$ cat src/rtl/alu_pkg.sv
// alu_pkg: shared encodings for the EX-stage flag resolver.
//   br_cond_e : branch-condition field carried with each ALU result
//   state_e   : resolver control state (normal flow vs. waiting for flush
//               after an overflow trap)
//   PC_INC    : instruction size added to the PC for branch targets
//   br_taken  : taken decision from the condition field and the Z flag
package alu_pkg;

  typedef enum logic [1:0] {
    BR_NONE   = 2'b00,
    BR_NZ     = 2'b01,
    BR_Z      = 2'b10,
    BR_ALWAYS = 2'b11
  } br_cond_e;

  typedef enum logic {
    ST_RUN       = 1'b0,
    ST_TRAP_WAIT = 1'b1
  } state_e;

  localparam int unsigned PC_INC = 4;

  function automatic logic br_taken(input logic [1:0] cond, input logic z);
    logic taken;
    taken = 1'b0;
    unique case (br_cond_e'(cond))
      BR_NONE:   taken = 1'b0;
      BR_NZ:     taken = !z;
      BR_Z:      taken = z;
      BR_ALWAYS: taken = 1'b1;
      default:   taken = 1'b0;
    endcase
    return taken;
  endfunction

endpackage

$ cat src/rtl/alu_flag_resolve_if.sv
// alu_flag_resolve_if: bundle of the resolver's data-path signals.
//   in_*           : ALU result, flags and branch info from EX (valid/ready)
//   out_*          : buffered result towards MEM (valid/ready)
//   redirect_*     : fetch redirect for taken branches
//   ovf_trap/trap_pc : precise signed-overflow trap report
// Modports:
//   slave  : the resolver itself
//   master : the environment (EX producer, MEM consumer, fetch, trap unit)
interface alu_flag_resolve_if #(
  parameter int WIDTH  = 32,
  parameter int REG_AW = 5
);

  logic              in_valid;
  logic              in_ready;
  logic [WIDTH-1:0]  in_S;
  logic              in_Z;
  logic              in_V;
  logic              in_N;
  logic              in_sign;
  logic [1:0]        in_br_cond;
  logic [WIDTH-1:0]  in_pc;
  logic [WIDTH-1:0]  in_br_off;
  logic [REG_AW-1:0] in_rd;
  logic              in_wr_en;

  logic              out_valid;
  logic              out_ready;
  logic [WIDTH-1:0]  out_S;
  logic              out_N;
  logic [REG_AW-1:0] out_rd;
  logic              out_wr_en;

  logic              redirect_valid;
  logic [WIDTH-1:0]  redirect_pc;
  logic              ovf_trap;
  logic [WIDTH-1:0]  trap_pc;

  modport slave (
    input  in_valid, in_S, in_Z, in_V, in_N, in_sign, in_br_cond,
           in_pc, in_br_off, in_rd, in_wr_en, out_ready,
    output in_ready, out_valid, out_S, out_N, out_rd, out_wr_en,
           redirect_valid, redirect_pc, ovf_trap, trap_pc
  );

  modport master (
    output in_valid, in_S, in_Z, in_V, in_N, in_sign, in_br_cond,
           in_pc, in_br_off, in_rd, in_wr_en, out_ready,
    input  in_ready, out_valid, out_S, out_N, out_rd, out_wr_en,
           redirect_valid, redirect_pc, ovf_trap, trap_pc
  );

endinterface

$ cat src/rtl/alu_skid_buf.sv
// alu_skid_buf: generic 2-entry valid/ready skid buffer.
//   clk, rst_n  : clock, synchronous active-low reset
//   clr         : drop both entries at the next edge
//   push_valid  : push this cycle (caller has already qualified with push_ready)
//   push_ready  : registered; 1 while the skid entry is empty
//   push_data   : payload to enqueue
//   pop_valid   : main entry holds data (oldest entry)
//   pop_ready   : consumer takes the main entry this cycle
//   pop_data    : main entry payload, stable while pop_valid && !pop_ready
module alu_skid_buf #(
  parameter int PAYLOAD_W = 8
) (
  input  logic                 clk,
  input  logic                 rst_n,
  input  logic                 clr,
  input  logic                 push_valid,
  output logic                 push_ready,
  input  logic [PAYLOAD_W-1:0] push_data,
  output logic                 pop_valid,
  input  logic                 pop_ready,
  output logic [PAYLOAD_W-1:0] pop_data
);

  logic                 main_v, skid_v;
  logic [PAYLOAD_W-1:0] main_d, skid_d;
  logic                 pop;

  assign pop        = main_v && pop_ready;
  assign push_ready = !skid_v;
  assign pop_valid  = main_v;
  assign pop_data   = main_d;

  always_ff @(posedge clk) begin
    if (!rst_n) begin
      main_v <= 1'b0;
      skid_v <= 1'b0;
      main_d <= '0;
      skid_d <= '0;
    end else if (clr) begin
      main_v <= 1'b0;
      skid_v <= 1'b0;
    end else if (pop) begin
      // Skid entry (if any) moves forward; a simultaneous push refills
      // whichever slot is now free, so a pop+push never bubbles.
      if (skid_v) begin
        main_d <= skid_d;
        skid_v <= push_valid;
        if (push_valid) skid_d <= push_data;
      end else begin
        main_v <= push_valid;
        if (push_valid) main_d <= push_data;
      end
    end else if (push_valid) begin
      if (!main_v) begin
        main_v <= 1'b1;
        main_d <= push_data;
      end else begin
        skid_v <= 1'b1;
        skid_d <= push_data;
      end
    end
  end

endmodule

$ cat src/rtl/alu_flag_resolve.sv
// alu_flag_resolve: EX-stage consumer of the ALU S/Z/V/N outputs.
// Buffers each accepted result in a 2-entry skid buffer towards MEM,
// resolves conditional branches from Z (fetch redirect pulse) and raises a
// precise overflow trap from V on signed ops.
//   clk    : clock
//   rst_n  : synchronous active-low reset
//   flush  : pipeline flush; clears buffer, blocks accept, cancels pulses,
//            releases the post-trap wait
//   bus    : alu_flag_resolve_if.slave (in_* handshake, out_* handshake,
//            redirect_valid/redirect_pc, ovf_trap/trap_pc)
module alu_flag_resolve
  import alu_pkg::*;
#(
  parameter int WIDTH  = 32,
  parameter int REG_AW = 5
) (
  input  logic                 clk,
  input  logic                 rst_n,
  input  logic                 flush,
  alu_flag_resolve_if.slave    bus
);

  localparam int PAYLOAD_W = WIDTH + REG_AW + 2;

  state_e                 state_q, state_d;
  logic                   buf_ready;
  logic                   buf_vld;
  logic                   accept_p0;
  logic                   trap_p0;
  logic                   taken_p0;
  logic [PAYLOAD_W-1:0]   push_data_p0;
  logic [PAYLOAD_W-1:0]   pop_data;
  logic                   redir_vld_p1, trap_vld_p1;
  logic [WIDTH-1:0]       redir_pc_p1, trap_pc_p1;

  // ---- p0: accept, flag evaluation ----
  // Ready is built from registered state only, except flush, which must
  // block the accept in its own cycle.
  assign bus.in_ready = buf_ready && (state_q == ST_RUN) && !flush;
  assign accept_p0    = bus.in_valid && bus.in_ready;
  // V only means overflow for signed ops; a trap overrides any branch.
  assign trap_p0      = bus.in_sign && bus.in_V;
  assign taken_p0     = br_taken(bus.in_br_cond, bus.in_Z) && !trap_p0;
  // Trapped entries still flow to MEM but must not write the register file.
  assign push_data_p0 = {bus.in_S, bus.in_N, bus.in_rd, bus.in_wr_en && !trap_p0};

  alu_skid_buf #(
    .PAYLOAD_W (PAYLOAD_W)
  ) u_skid (
    .clk        (clk),
    .rst_n      (rst_n),
    .clr        (flush),
    .push_valid (accept_p0),
    .push_ready (buf_ready),
    .push_data  (push_data_p0),
    .pop_valid  (buf_vld),
    .pop_ready  (bus.out_ready),
    .pop_data   (pop_data)
  );

  assign bus.out_valid = buf_vld;
  assign {bus.out_S, bus.out_N, bus.out_rd, bus.out_wr_en} = pop_data;

  always_ff @(posedge clk) begin
    if (!rst_n) state_q <= ST_RUN;
    else        state_q <= state_d;
  end

  always_comb begin
    state_d = state_q;
    unique case (state_q)
      ST_RUN:       if (accept_p0 && trap_p0) state_d = ST_TRAP_WAIT;
      ST_TRAP_WAIT: if (flush)                state_d = ST_RUN;
      default:                                state_d = ST_RUN;
    endcase
  end

  // ---- p1: redirect / trap pulses ----
  always_ff @(posedge clk) begin
    if (!rst_n) begin
      redir_vld_p1 <= 1'b0;
      trap_vld_p1  <= 1'b0;
      redir_pc_p1  <= '0;
      trap_pc_p1   <= '0;
    end else begin
      redir_vld_p1 <= accept_p0 && taken_p0;
      trap_vld_p1  <= accept_p0 && trap_p0;
      // Target wraps modulo 2^WIDTH.
      if (accept_p0 && taken_p0)
        redir_pc_p1 <= bus.in_pc + WIDTH'(PC_INC) + bus.in_br_off;
      if (accept_p0 && trap_p0)
        trap_pc_p1 <= bus.in_pc;
    end
  end

  // A flush arriving while a pulse is on the wire cancels it.
  assign bus.redirect_valid = redir_vld_p1 && !flush;
  assign bus.redirect_pc    = redir_pc_p1;
  assign bus.ovf_trap       = trap_vld_p1 && !flush;
  assign bus.trap_pc        = trap_pc_p1;

endmodule

$ cat src/flat_wrapper.sv
// flat-port wrapper written by rule: the top's interface ports become plain ports
module alu_flag_resolve_flat import alu_pkg::*;
#(
  parameter int WIDTH  = 32,
  parameter int REG_AW = 5
)
  (clk, rst_n, flush, bus_in_valid, bus_in_S, bus_in_Z, bus_in_V, bus_in_N, bus_in_sign, bus_in_br_cond, bus_in_pc, bus_in_br_off, bus_in_rd, bus_in_wr_en, bus_out_ready, bus_in_ready, bus_out_valid, bus_out_S, bus_out_N, bus_out_rd, bus_out_wr_en, bus_redirect_valid, bus_redirect_pc, bus_ovf_trap, bus_trap_pc);
  alu_flag_resolve_if #(.WIDTH(WIDTH), .REG_AW(REG_AW)) bus_i ();
  input  logic clk;
  input  logic rst_n;
  input  logic flush;
  input wire logic [$bits(bus_i.in_valid)-1:0] bus_in_valid;
  input wire logic [$bits(bus_i.in_S)-1:0] bus_in_S;
  input wire logic [$bits(bus_i.in_Z)-1:0] bus_in_Z;
  input wire logic [$bits(bus_i.in_V)-1:0] bus_in_V;
  input wire logic [$bits(bus_i.in_N)-1:0] bus_in_N;
  input wire logic [$bits(bus_i.in_sign)-1:0] bus_in_sign;
  input wire logic [$bits(bus_i.in_br_cond)-1:0] bus_in_br_cond;
  input wire logic [$bits(bus_i.in_pc)-1:0] bus_in_pc;
  input wire logic [$bits(bus_i.in_br_off)-1:0] bus_in_br_off;
  input wire logic [$bits(bus_i.in_rd)-1:0] bus_in_rd;
  input wire logic [$bits(bus_i.in_wr_en)-1:0] bus_in_wr_en;
  input wire logic [$bits(bus_i.out_ready)-1:0] bus_out_ready;
  output wire logic [$bits(bus_i.in_ready)-1:0] bus_in_ready;
  output wire logic [$bits(bus_i.out_valid)-1:0] bus_out_valid;
  output wire logic [$bits(bus_i.out_S)-1:0] bus_out_S;
  output wire logic [$bits(bus_i.out_N)-1:0] bus_out_N;
  output wire logic [$bits(bus_i.out_rd)-1:0] bus_out_rd;
  output wire logic [$bits(bus_i.out_wr_en)-1:0] bus_out_wr_en;
  output wire logic [$bits(bus_i.redirect_valid)-1:0] bus_redirect_valid;
  output wire logic [$bits(bus_i.redirect_pc)-1:0] bus_redirect_pc;
  output wire logic [$bits(bus_i.ovf_trap)-1:0] bus_ovf_trap;
  output wire logic [$bits(bus_i.trap_pc)-1:0] bus_trap_pc;
  assign bus_i.in_valid = bus_in_valid;
  assign bus_i.in_S = bus_in_S;
  assign bus_i.in_Z = bus_in_Z;
  assign bus_i.in_V = bus_in_V;
  assign bus_i.in_N = bus_in_N;
  assign bus_i.in_sign = bus_in_sign;
  assign bus_i.in_br_cond = bus_in_br_cond;
  assign bus_i.in_pc = bus_in_pc;
  assign bus_i.in_br_off = bus_in_br_off;
  assign bus_i.in_rd = bus_in_rd;
  assign bus_i.in_wr_en = bus_in_wr_en;
  assign bus_i.out_ready = bus_out_ready;
  assign bus_in_ready = bus_i.in_ready;
  assign bus_out_valid = bus_i.out_valid;
  assign bus_out_S = bus_i.out_S;
  assign bus_out_N = bus_i.out_N;
  assign bus_out_rd = bus_i.out_rd;
  assign bus_out_wr_en = bus_i.out_wr_en;
  assign bus_redirect_valid = bus_i.redirect_valid;
  assign bus_redirect_pc = bus_i.redirect_pc;
  assign bus_ovf_trap = bus_i.ovf_trap;
  assign bus_trap_pc = bus_i.trap_pc;
  alu_flag_resolve #(.WIDTH(WIDTH), .REG_AW(REG_AW)) u_core (.clk(clk), .rst_n(rst_n), .flush(flush), .bus(bus_i));
endmodule
$ cat config.mk
export PLATFORM = sky130hd
export DESIGN_NAME = alu_flag_resolve_flat
export DESIGN_NICKNAME = d
export VERILOG_FILES = /design/src/rtl/alu_pkg.sv /design/src/rtl/alu_flag_resolve_if.sv /design/src/rtl/alu_skid_buf.sv /design/src/rtl/alu_flag_resolve.sv /design/src/flat_wrapper.sv
export SDC_FILE = /design/constraint.sdc
export NUM_CORES = 1
export LEC_CHECK = 0
export CAP_MARGIN = 20
export CORE_ASPECT_RATIO = 1.5
export CORE_MARGIN = 8
export CORE_UTILIZATION = 30
export DETAILED_ROUTE_END_ITERATION = 12
export GPL_TIMING_DRIVEN = 0
export PLACE_DENSITY_LB_ADDON = 0.3
export SLEW_MARGIN = 15
export SYNTH_ARGS = -nofsm -noshare
export SYNTH_HDL_FRONTEND = slang
export SYNTH_SLANG_ARGS = --single-unit
$ cat constraint.sdc
create_clock -name clk -period 5.6 [get_ports clk]
set_clock_uncertainty 0.2 [all_clocks]
set_input_delay 1.12 -clock clk [delete_from_list [all_inputs] [get_ports clk]]
set_output_delay 1.12 -clock clk [all_outputs]
set_load 0.005 [all_outputs]
# ---- Word level (Yosys, flattened, before mapping)
# Cells that the tools add are included.
dict set report totals {
  input_bits 113
  output_inout_bits 107
  regBits 147
  word_cells 64
}
dict set report op_classes {
  muxes 20
  eq_ne 6
  n_addsub 2
  reduce_logical 24
  bitwise_logic 3
}
# operator n
set ops {}
lappend ops {{39-bit two-way mux} 9}
lappend ops {{32-bit by 3-bit adder with 32-bit output, second input constant} 1}
lappend ops {{32-bit adder} 1}
lappend ops {{1-bit logical AND} 11}
lappend ops {{1-bit two-way mux} 9}
lappend ops {{4-bit AND reduction} 2}
lappend ops {{2-bit nonzero test} 3}
lappend ops {{2-bit == test, second input constant} 2}
lappend ops {{1-bit zero test} 4}
lappend ops {{2-bit != test, second input constant} 2}
lappend ops {{1-bit case mux with 4 select lines} 1}
lappend ops {{2-bit AND reduction} 2}
lappend ops {{1-bit NOT} 3}
lappend ops {{2-bit by 1-bit == test with 1-bit output, second input constant} 1}
lappend ops {{2-bit zero test} 1}
lappend ops {{2-bit by 1-bit != test with 1-bit output, second input constant} 1}
lappend ops {{1-bit case mux with 2 select lines} 1}
lappend ops {{2-bit OR reduction} 1}

# ---- Logic depth before layout (Yosys ltp)
dict set report depth {
  word_depth 7
  ltp_mapped 11
  depth_no_buf 11
}

# ---- Cells and area by module
# From an unflattened synthesis, not the netlist that was laid out.
dict set report hier_totals {
  cells_unflattened 937
  area_unflattened_um2 8326.7
}
# module instances area_per_inst_um2 cells_per_inst
set by_module_without_submodules {}
lappend by_module_without_submodules {alu_flag_resolve 1 4655.7 552}
lappend by_module_without_submodules {alu_skid_buf 1 3671.0 385}

# ---- Worst setup path after synthesis
# Ideal clock, no wire load.
dict set report synth_timing {
  path_type {input port to flip-flop}
  start {input bus_in_br_off[1]}
  end {register u_core.redir_pc_p1[15] (netlist: u_core.bus.redirect_pc[15])}
  path_slack_ns 2.005
  arrival_time_ns 3.278
  stages 10
  path_buffers 0
  t_required_ns 5.283
  cell_sequence {ha_1 > ha_1 > fa_1 > a21o_2 > a221oi_2 > o311a_4 > o21ai_4 > a31oi_1 > xor2_1 > o21ai_1}
}
dict set report synth_between {
  elab_chain_cells 1
}
# item line
set synth_lines {}
lappend synth_lines {{start: declaration} flat_wrapper.sv:20} ;# input wire logic [$bits(bus_i.in_br_off)-1:0] bus_in_br_off;
lappend synth_lines {{32-bit adder} alu_flag_resolve.sv:90} ;# redir_pc_p1 <= bus.in_pc + WIDTH'(PC_INC) + bus.in_br_off;
lappend synth_lines {{end signal: assignment} alu_flag_resolve.sv:90}
lappend synth_lines {{end: declaration} alu_flag_resolve.sv:34} ;# logic [WIDTH-1:0] redir_pc_p1, trap_pc_p1;
# Every way passes these cells.
# A chain may end at the register's enable or synchronous reset.

# ---- Final worst setup path
dict set report layout_timing {
  start {input bus_in_pc[1]}
  end {register u_core.redir_pc_p1[15] (netlist: u_core.bus.redirect_pc[15])}
}
dict set report layout_between {
  elab_chain_cells 2
}
# item line
set layout_lines {}
lappend layout_lines {{start: declaration} flat_wrapper.sv:19} ;# input wire logic [$bits(bus_i.in_pc)-1:0] bus_in_pc;
lappend layout_lines {{32-bit by 3-bit adder with 32-bit output} alu_flag_resolve.sv:90}
lappend layout_lines {{32-bit adder} alu_flag_resolve.sv:90}
# Every way passes these cells.

==> reports/metrics.csv <==
stage,metric,value,unit
floorplanning,fp.coreArea,0.02576,mm2
grt,grt_antenna_before_repair,1,
final_layout,fillerInstances,2646,
clock_tree,ctsRootBufferMaster,clkbuf_16,
final_layout,most-common-layout-cells,"nand2_1, clkdlybuf4s50_1, dfxtp_1",
setup_path,worstPathMaxFanout,5,
power_and_ir_drop,vdd.ir_drop.worst,0.0002162,V
clock_tree,tritoncts.num_buffers,17,
job,max-cap-violations,0,
floorplanning,core.rowCount,72,
placement,dp.final_hpwl,20.56,mm
power_and_ir_drop,power.leakage,4.753,nW
clock_tree,clock_latency,0.43,ns
sta,final.period_utilization,68.69,%
routing,finalWirelength,25.80,mm
clock_tree,cts.htree.levels,4,
logic_synthesis,synth_warn,0,
setup_path,critical-path-top-cell-by-count,ha_1,
setup_path,end_kind,register,
grt,grt_remaining_overflow,0,
setup_path,start_kind,primary input,
logic_synthesis,synthTopCellsByArea,"dfxtp_1, nand2_1, ha_1, mux2i_1, o211a_1",
setup_path,critical_path_cell_count,11,
logic_synthesis,syn-cell-area,0.007846,mm2
power_and_ir_drop,internal_power,2.069,mW
placement,placed_cells,1459,
logic_synthesis,synth_largest_type_area_fraction,37.51,%
grt,groute.usage.overall,16.35,%
clock_tree,path_clk_slew,0.07,ns
placement,placement.setup.worst_slack,1.319,ns
final_layout,syn2layout_area_growth,40.81,%
power_and_ir_drop,clock_power_share,41.1,%
setup_path,required,5.72,ns
logic_synthesis,synthArstFlopShare,0,%
sta,setup_viol,0,
grt,grt_start_max_net_pins,17,
routing,dr.first_iter.drc_count,248,
placement,placed_area,0.01045,mm2
final_layout,mostFrequentLayoutCell,nand2_1,
clock_tree,post-cts-setup-buffer-count,0,
setup_path,critPathArrivalTime,3.97,ns
sta,final_max_slew_viol_count,0,
sta,postLayoutSetupSlackWorst,1.753,ns
final_layout,finish.net_count,1320,
sta,rsz_0062_raised_after_global_routing,false,
run_status,outcome,"complete, no violations",
clock_tree,tritoncts_clock_tree,built,
setup_path,timing.critical_path.slowest_cell_delay,0.49,ns
placement,portBuffers,218,
routing,wl_per_cell,17.29,um
routing,route.antenna.remaining_nets,0,
sta,final-hold-violation-count,0,
placement,place.gp.congestion,0.8455,
routing,detailroute.via_count,7204,
logic_synthesis,postSynthNetCount,1083,
setup_path,crit_family,compound AO/OA/AOI/OAI gates,
floorplanning,die-area,0.03169,mm2
grt,grt_pass1_wl,40.78,mm
clock_tree,cts_num_sinks,147,
logic_synthesis,yosys_reg_bits,147,
logic_synthesis,synthDominantAreaCellType,dfxtp_1,
grt,number_of_global_route_vias_before_repair,7508,
sta,timing.hold.ws,0.2511,ns
setup_path,worst_case_reg_to_reg_path_depth,6,
worst_hold_path,hold_depth,2,
logic_synthesis,yosysSeqAreaShare,37.51,%
power_and_ir_drop,power,2.884,mW
setup_path,cp_cell_sequence,"clkdlybuf4s50_1, ha_1, ha_1, fa_1, a21o_2, a221oi_2, o311a_4, o21ai_4, a31oi_1, xor2_1, o21ai_1",
setup_path,cp_slowest_cell,clkdlybuf4s50_1,
routing,drt_pass_1_iters,5,
floorplanning,floorplan.initialDensity,30.45,%
clock_tree,post_cts_resize_count,0,
sta,tightestPinTransition,0.6771,ns
routing,routed_via_density,4.828,
logic_synthesis,postSynth.topFlopCell,dfxtp_1,
power_and_ir_drop,power.share.combinational,20.6,%
power_and_ir_drop,power_density_over_the_cells,261.1,mW/mm2
power_and_ir_drop,power.switching_fraction,28.28,%
clock_tree,holdBufCountCts,0,
worst_hold_path,hold_path_class,reg2reg,
final_layout,final_layout_size_suffix_gt1_share,5.699,%
setup_path,cp.buffers_inverters,1,
sta,max_freq,260.0,MHz
sta,final_period_minus_worst_setup_slack,3.847,ns
final_layout,final_cells,1492,
sta,final.setup.tns,0,ns
final_layout,layout.core_utilization,42.88,%
sta,slew_headroom,54.69,%
logic_synthesis,syn_inst,908,
logic_synthesis,number_of_flops_mapped_to_enable_cells_by_yosys,0,
final_layout,final_design_area_no_fill,0.01105,mm2
clock_tree,clock_path_buffers,2,
power_and_ir_drop,seqPwrFrac,38.3,%
floorplanning,die_h,214.1,um
power_and_ir_drop,power.net_switching,0.8156,mW
floorplanning,die_x,148.0,um
setup_path,path_class,in2reg,
floorplanning,boundaryPins,220,
routing,drc,0,
logic_synthesis,avgSynthCellArea,8.641,um2
logic_synthesis,yosys.cell_types.count,62,
[metal layers]
metal / GRT usage, % / part of all wire (%)
met1: 16.89 / 39
met2: 30.84 / 53
met3: 3.970 / 5.1
met4: 6.005 / 2.1
met5: 0 / 0
[synth_stat cells (6+ instances only)]
master,n
o21ai_0,25
a21oi_1,35
o21ai_1,14
dfxtp_1,147
ha_1,61
and2_1,10
a21boi_0,48
nand3_1,17
mux2i_1,41
clkbuf_1,36
nand2_1,236
nor2_1,25
a21boi_1,33
inv_1,12
buf_2,15
nand4_1,7
xor2_1,12
a31oi_1,6
o211a_1,40
xnor2_1,12
[registers in the layout, indices dropped and copies added (netlist names)]
| signal | flops |
|---|---|
| u_core.u_skid.pop_data | 39 |
| u_core.u_skid.skid_d | 39 |
| u_core.bus.redirect_pc | 32 |
| u_core.bus.trap_pc | 32 |
| u_core.redir_vld_p1 | 1 |
| u_core.state_q | 1 |
| u_core.trap_vld_p1 | 1 |
| u_core.u_skid.pop_valid | 1 |
| u_core.u_skid.skid_v | 1 |
[final cells by class]
cell class,count,area [um2],area share (%)
clock inverter,13,147.6,1.336
clock buffer,19,452.9,4.100
tap,333,416.7,3.771
timing repair buffer,218,2182,19.75
multi-input combinational,695,4618,41.80
buffer,54,240.2,2.174
sequential,147,2943,26.64
antenna,1,2.502,0.02265
inverter,12,45.04,0.4077
[logic make-up (layout without fill, tap and decap cells)]
group / Yosys count / in the layout / share of synthesized area, %
AND/OR/NAND/NOR: 322 / 322 / 17.30
flip-flops: 147 / 147 / 37.51
multiplexers: 41 / 41 / 5.230
XOR/XNOR: 24 / 24 / 2.679
buffers and inverters: 66 / 316 / 3.636
other: 0 / 1 / 0
adder cells (fa/ha/maj): 62 / 62 / 9.982
AO/OA/AOI/OAI: 246 / 246 / 23.66
[worst paths after layout]
path | from | endpoint | slack, ns
max | bus_in_pc[1] | u_core.bus.redirect_pc[15] | 1.75
min | u_core.bus.redirect_pc[7] | u_core.bus.redirect_pc[7] | 0.25
min reg2reg | u_core.bus.redirect_pc[7] | u_core.bus.redirect_pc[7] | 0.25
max reg2reg | u_core.u_skid.skid_v | u_core.bus.trap_pc[22] | 3.17
[power groups by stage]
stage	logic (mW)	registers [mW]	clock network, mW
after global placement	0.594	1.13	0
after detailed placement	0.597	1.13	0
final	0.594	1.10	1.19
after CTS	0.601	1.10	1.22
after floorplan	0.327	1.13	0
after global routing	0.658	1.11	1.26
[worst reg2reg max path, stage by stage (launching register included)]
cell	delay (ns)
dfxtp_1	0.37
nor3_2	0.26
nand2_1	0.20
nor2_1	0.58
clkbuf_1	0.50
nand2_1	0.12
a21boi_1	0.13
No activity file was read; power rests on OpenSTA's default activity.
